===== src/rtl/aes_gcm_pkg.sv =====
// Shared constants and types for the AES-GCM ingress pipeline.
// Field offsets give the {aad_bits, text_bits} layout of the instance size word.
package aes_gcm_pkg;

    localparam int BLOCK_W    = 128;
    localparam int MAX_BLOCKS = 100000;
    localparam int CNT_W      = 17;

    localparam int AAD_MSB  = 127;
    localparam int AAD_LSB  = 64;
    localparam int TEXT_MSB = 63;
    localparam int TEXT_LSB = 0;

    typedef enum logic [1:0] {
        S_IDLE,
        S_STREAM,
        S_TAIL
    } stage0_state_t;

endpackage


===== src/rtl/aes_stage0_lane_route.sv =====
// Per-lane router: steers one block to the AAD path, the plaintext path, or
// neither, depending on where its block index falls within the instance.
module aes_stage0_lane_route
    import aes_gcm_pkg::*;
(
    input  logic [CNT_W-1:0]   idx,
    input  logic [CNT_W-1:0]   aad_blocks,
    input  logic [CNT_W-1:0]   total_blocks,
    input  logic [BLOCK_W-1:0] blk,
    output logic [BLOCK_W-1:0] aad,
    output logic [BLOCK_W-1:0] plain
);

    always_comb begin
        aad   = '0;
        plain = '0;
        if (idx < aad_blocks) begin
            aad = blk;
        end else if (idx < total_blocks) begin
            plain = blk;
        end
    end

endmodule


===== src/rtl/aes_pipeline_stage0.sv =====
// Ingress dispatcher ahead of aes_pipeline_stage1: takes a header beat plus
// two-block data beats and emits one gapless, lane-routed block pair per cycle.
module aes_pipeline_stage0
    import aes_gcm_pkg::*;
#(
    parameter int N_LANES    = 2,
    parameter int MAX_BLOCKS = aes_gcm_pkg::MAX_BLOCKS
)(
    input  logic           clk,
    input  logic           rst_n,
    input  logic           i_valid,
    output logic           o_ready,
    input  logic           i_sof,
    input  logic [127:0]   i_cipher_key,
    input  logic [95:0]    i_iv,
    input  logic [63:0]    i_aad_bits,
    input  logic [63:0]    i_text_bits,
    input  logic           i_last,
    input  logic [255:0]   i_blk,
    output logic [127:0]   o_cipher_key,
    output logic [95:0]    o_iv,
    output logic [127:0]   o_instance_size,
    output logic           o_new_instance,
    output logic           o_last_instance,
    output logic [255:0]   o_plain_text,
    output logic [255:0]   o_aad,
    output logic [7:0]     o_id,
    output logic           o_proto_err,
    output logic           o_gap_err
);

    localparam logic [7:0] LANE_IDS = 8'h10;

    stage0_state_t       state;
    logic [CNT_W-1:0]    pair_idx;
    logic [CNT_W-1:0]    last_pair;
    logic [CNT_W-1:0]    aad_blocks;
    logic [CNT_W-1:0]    total_blocks;

    logic                accept;
    logic [57:0]         hdr_total;
    logic [CNT_W-1:0]    hdr_blocks;
    logic [CNT_W-1:0]    hdr_last_pair;
    logic                hdr_oversize;
    logic                hdr_misaligned;
    logic [2*BLOCK_W-1:0] beat;
    logic [2*BLOCK_W-1:0] route_aad;
    logic [2*BLOCK_W-1:0] route_plain;

    assign accept         = i_valid & o_ready;
    assign hdr_total      = 58'(({1'b0, i_aad_bits} + {1'b0, i_text_bits}) >> 7);
    assign hdr_oversize   = hdr_total > 58'(MAX_BLOCKS);
    assign hdr_blocks     = hdr_total[CNT_W-1:0];
    assign hdr_last_pair  = (hdr_blocks - 1'b1) >> 1;
    assign hdr_misaligned = (|i_aad_bits[6:0]) | (|i_text_bits[6:0]);

    // A STREAM cycle without a beat still emits a pair, built from zero data.
    assign beat = (state == S_STREAM && accept) ? i_blk : '0;

    for (genvar g = 0; g < N_LANES; g++) begin : g_lane
        logic [CNT_W-1:0] idx;
        assign idx = CNT_W'({pair_idx, 1'b0} + CNT_W'(g));

        aes_stage0_lane_route u_route (
            .idx          (idx),
            .aad_blocks   (aad_blocks),
            .total_blocks (total_blocks),
            .blk          (beat[g*BLOCK_W +: BLOCK_W]),
            .aad          (route_aad[g*BLOCK_W +: BLOCK_W]),
            .plain        (route_plain[g*BLOCK_W +: BLOCK_W])
        );
    end

    always_ff @(posedge clk or negedge rst_n) begin
        if (!rst_n) begin
            state           <= S_IDLE;
            pair_idx        <= '0;
            last_pair       <= '0;
            aad_blocks      <= '0;
            total_blocks    <= '0;
            o_ready         <= 1'b0;
            o_cipher_key    <= '0;
            o_iv            <= '0;
            o_instance_size <= '0;
            o_new_instance  <= 1'b0;
            o_last_instance <= 1'b0;
            o_plain_text    <= '0;
            o_aad           <= '0;
            o_id            <= '0;
            o_proto_err     <= 1'b0;
            o_gap_err       <= 1'b0;
        end else begin
            o_ready        <= 1'b1;
            o_new_instance <= 1'b0;
            o_proto_err    <= 1'b0;
            o_plain_text   <= '0;
            o_aad          <= '0;
            o_id           <= '0;
            case (state)
                S_IDLE: begin
                    if (accept) begin
                        if (!i_sof || hdr_oversize) begin
                            o_proto_err <= 1'b1;
                        end else begin
                            o_cipher_key                       <= i_cipher_key;
                            o_iv                               <= i_iv;
                            o_instance_size[AAD_MSB:AAD_LSB]   <= i_aad_bits;
                            o_instance_size[TEXT_MSB:TEXT_LSB] <= i_text_bits;
                            o_last_instance                    <= i_last;
                            o_gap_err                          <= 1'b0;
                            o_proto_err                        <= hdr_misaligned;
                            aad_blocks                         <= i_aad_bits[CNT_W+6:7];
                            total_blocks                       <= hdr_blocks;
                            last_pair                          <= hdr_last_pair;
                            pair_idx                           <= '0;
                            if (hdr_blocks != '0) begin
                                state <= S_STREAM;
                            end
                        end
                    end
                end
                S_STREAM: begin
                    o_plain_text   <= route_plain;
                    o_aad          <= route_aad;
                    o_id           <= LANE_IDS;
                    o_new_instance <= (pair_idx == '0);
                    if (!accept) begin
                        o_gap_err <= 1'b1;
                    end
                    if (accept && i_sof) begin
                        o_proto_err <= 1'b1;
                    end
                    // The TAIL cycle refuses input so stage1 sees a clean gap between instances.
                    if (pair_idx == last_pair) begin
                        state   <= S_TAIL;
                        o_ready <= 1'b0;
                    end else begin
                        pair_idx <= pair_idx + 1'b1;
                    end
                end
                S_TAIL: begin
                    state <= S_IDLE;
                end
                default: begin
                    state <= S_IDLE;
                end
            endcase
        end
    end

endmodule


===== config.mk =====
export PLATFORM = sky130hd
export DESIGN_NAME = aes_pipeline_stage0
export DESIGN_NICKNAME = d
export VERILOG_FILES = /design/src/rtl/aes_gcm_pkg.sv /design/src/rtl/aes_stage0_lane_route.sv /design/src/rtl/aes_pipeline_stage0.sv
export SDC_FILE = /design/constraint.sdc
export NUM_CORES = 1
export LEC_CHECK = 0
export CELL_PAD_IN_SITES_DETAIL_PLACEMENT = 0
export CELL_PAD_IN_SITES_GLOBAL_PLACEMENT = 1
export CORE_AREA = 2 2 573 575
export DETAILED_ROUTE_END_ITERATION = 16
export DIE_AREA = 0 0 575 577
export PLACE_DENSITY_LB_ADDON = 0.1
export SLEW_MARGIN = 10
export SYNTH_ARGS = -nofsm -noshare
export SYNTH_HDL_FRONTEND = slang
export SYNTH_SLANG_ARGS = --single-unit

===== constraint.sdc =====
create_clock -name clk -period 8.4 [get_ports clk]
set_input_delay 0.84 -clock clk [delete_from_list [all_inputs] [get_ports clk]]
set_output_delay 0.84 -clock clk [all_outputs]
set_load 0.03 [all_outputs]

==> results.md <==
- Synth Cell Area: approximately 0.038 mm²
- # hold bufs at CTS: 0
- Drt drc: 0
- Lkg Pwr: 0.0268 µW
- Pre-Repair DR Iteration Count: 5
- Die area: 0.332 mm²
- Routed len/inst: between 20 and 25 µm
- Cell area after layout: 0.0622 mm²
- I/O pins: approximately 1500
- CTS buffer count: 138
- Slowest-stage cell, CP: clkdlybuf4s50_1
- Clk slew on worst S/H paths: around 0.060 ns
- Syn Area/Cell: about 12 µm²
- CP Cell Sequence: clkdlybuf4s50_1 > ha_1 > nand2_1 > o211ai_1 > a211oi_1 > buf_4 > a21oi_1 > xor2_1 > o31ai_1 > o2111ai_1 > or4_1 > nor4_4 > buf_12 > buf_4 > mux2_1
- FP Rows: 210
- Slew @ Worst Pin: 1.05 ns
- Routed wire length: 225 mm
- Grt ovf: 0
- Tcrit/Tclk final: 77.5%
- Dpl cells: 8980
- Clk sink count: about 920
- Hold Worst Slack: 0.0733 ns
- DP Area: roughly 0.058 mm²
- Core area: 0.326 mm²
- Async set or reset register ratio after synthesis: 100%
- Worst-case clock skew: 0.0946 ns
- Die Span Y: just under 600 µm
- Final max-slew violation count: 0
- Setup TNS: 0 ns
- Synth Warn #: 0
- Status: finished clean
- Worst-skew pair later-pin latency: 0.81 ns
- Minimum clock period: 6.51 ns
- Overall power: 11300 µW
- Nets: 5488
- Clock buffer depth: 4
- CP required: 9.07 ns
- Syn-to-layout area delta: 63.9%
- Commonest non-fill, non-tap cell in the layout: clkdlybuf4s50_1
- Initial antenna violation count: 64
- Syn Inst Count: roughly 3300
- Cell Pwr Density: 181 mW/mm²
- Routed Antenna Nets: 0
- Netlist cell types: 77
- Top_reg_cell synth: dfrtp_1
- Ratio of cells with drive above 1 in the final layout: 6.42%
- Via count: 31416
- CP startpoint kind: input port
- Post-synth EDFFs: 0
- Chip width: 575 µm
- Worst vdd ir: 120 µV
- Arr. time, crit path: 7.18 ns
- Crit end category: flop
- Unrepaired setup endpoints after global routing: false
- Post-DP HPWL: approximately 180 mm
- Root buffer cell: clkbuf_16
- Finished Layout Cells: 9236
- Slew margin rel.: 29.2%
- CTS H-tree depth: 4
- Initial Utilization: 11.6%
- Number of global-route vias before repair: between 30000 and 40000
- Largest net degree at the start of global routing: ~120
- First-pass GRT wire length: 302 mm
- Final setup violating endpoints: 0
- Worst hold path type: in2async
- PostCTS Resize Cnt: 0
- Via density: 3.40
- CP max stage delay: 0.66 ns
- Worst Setup Path Type: in2reg
- Register bit total from synthesis: 922
- Post-CTS Setup Repair Bufs: 0
- Port bufs: 1482
- Max-Cap Viols: 0
- Final GP Congestion: 0.778
- Register area share after synthesis: 60.8%
- Commonest non-fill, non-tap cells in the layout: clkdlybuf4s50_1 (1481), dfrtp_1 (922), nor2_1 (609), nand2_1 (370), mux2_1 (334)
- CTS tree: built
- Final Hold Viols: 0
- Max Freq: 154 MHz
- Most frequent CP cell: buf_4
- Total track usage: a little over an eighth
- DR iter-0 viols: 1312
- Worst-path maximum fanout: 41
==> metrics by stage <==
stage / setup slack (ns) / utilization (%)
6_report: 1.89 / 19.1
5_1_grt: 1.63 / 19.1
4_1_cts: 1.94 / 19.1
3_5_place_dp: 1.07 / 17.7
3_3_place_gp: 1.05 / 17.7
2_1_floorplan: 3.34 / -
==> synthesized netlist by cell type (all sizes together) (8+ instances only) <==
cell type / instances / area share [%]
a2111oi: 8 / 0.20
ha: 101 / 3.3
dfrtp: 922 / 61
nor2: 610 / 6.0
a21o: 25 / 0.49
nor3: 27 / 0.36
xnor2: 30 / 0.69
and2: 11 / 0.18
nand2: 372 / 3.7
mux2i: 9 / 0.24
clkbuf: 118 / 1.2
nor4: 23 / 0.42
a21oi: 115 / 1.5
o21ai: 86 / 1.1
and3: 17 / 0.28
o31ai: 8 / 0.16
or4: 10 / 0.20
buf: 60 / 1.5
o211ai: 14 / 0.28
nand4: 49 / 0.81
xor2: 38 / 0.88
mux2: 386 / 11
o21a: 21 / 0.42
nand2b: 10 / 0.16
inv: 59 / 0.58
a211oi: 15 / 0.30
nand3: 22 / 0.29
==> per-layer routing <==
metal	vias up	GRT usage, %	routed length [µm]
li1	14193	-	-
met1	15823	14.4	85800
met2	1066	23.8	116000
met3	276	4.67	18300
met4	58	2.97	4490
met5	-	0	357
==> report_power, final <==
group	leakage, µW	switching [µW]	total (µW)	internal [µW]
registers	0.0128	0.0546	4440	4440
clock network	0.00212	2360	5730	3370
logic	0.0119	654	1100	443
total	0.0268	3020	11300	8250
==> final cells by class <==
class	instances	area [µm²]
Clock buffer	213	4060
Timing Repair Buffer	1529	15300
Multi-Input combinational cell	2124	13700
Fill cell	35898	264000
Tap cell	4346	5440
Inverter	59	221
Sequential cell	922	23100
Clock inverter	27	299
Antenna cell	16	40.0
==> path summary, 6_finish.rpt <==
kind	startpoint	to	slack, ns	depth (start not counted)
max	i_aad_bits[7]	o_iv[67]	1.89	15
min	rst_n	o_cipher_key[100]	0.07	1
max reg2reg	state[0]	o_iv[67]	3.54	13
min reg2reg	o_instance_size[38]	o_instance_size[38]	0.48	1
max in group asynchronous	rst_n	pair_idx[11]	6.20	3
min in group clk	o_instance_size[38]	o_instance_size[38]	0.48	1
==> state kept, by name, indices dropped and copies added, names as in the netlist, 2 cells and up <==
| register | cells |
|---|---|
| o_cipher_key | 128 |
| last_pair | 16 |
| total_blocks | 17 |
| o_instance_size | 128 |
| state | 2 |
| pair_idx | 17 |
| o_plain_text | 256 |
| o_iv | 96 |
| o_aad | 256 |
==> critical path, delay by kind of cell <==
| family | cells | cell delay [ns] |
|---|---|---|
| AOI/OAI and AO/OA | 5 | 2.08 |
| adders and majority gates | 1 | 0.65 |
| muxes | 1 | 0.38 |
| buffers and inverters | 4 | 1.64 |
| xor gates and xnor gates | 1 | 0.39 |
| and+or+nand+nor | 3 | 1.07 |
==> cell families (layout without fill, tap and decap cells) <==
family                   Yosys count  after routing  synth area share [%]
AND/OR/NAND/NOR                 1178           1178                  12.9
buffers and inverters            237           1828                  3.25
other                              1             23               0.00989
XOR/XNOR                          68             68                  1.57
adder cells (fa/ha/maj)          101            101                  3.33
flip-flops                       922            922                  60.8
AO/OA/AOI/OAI                    375            375                  6.37
multiplexers                     395            395                  11.7
(Power assumes the default switching activity.)
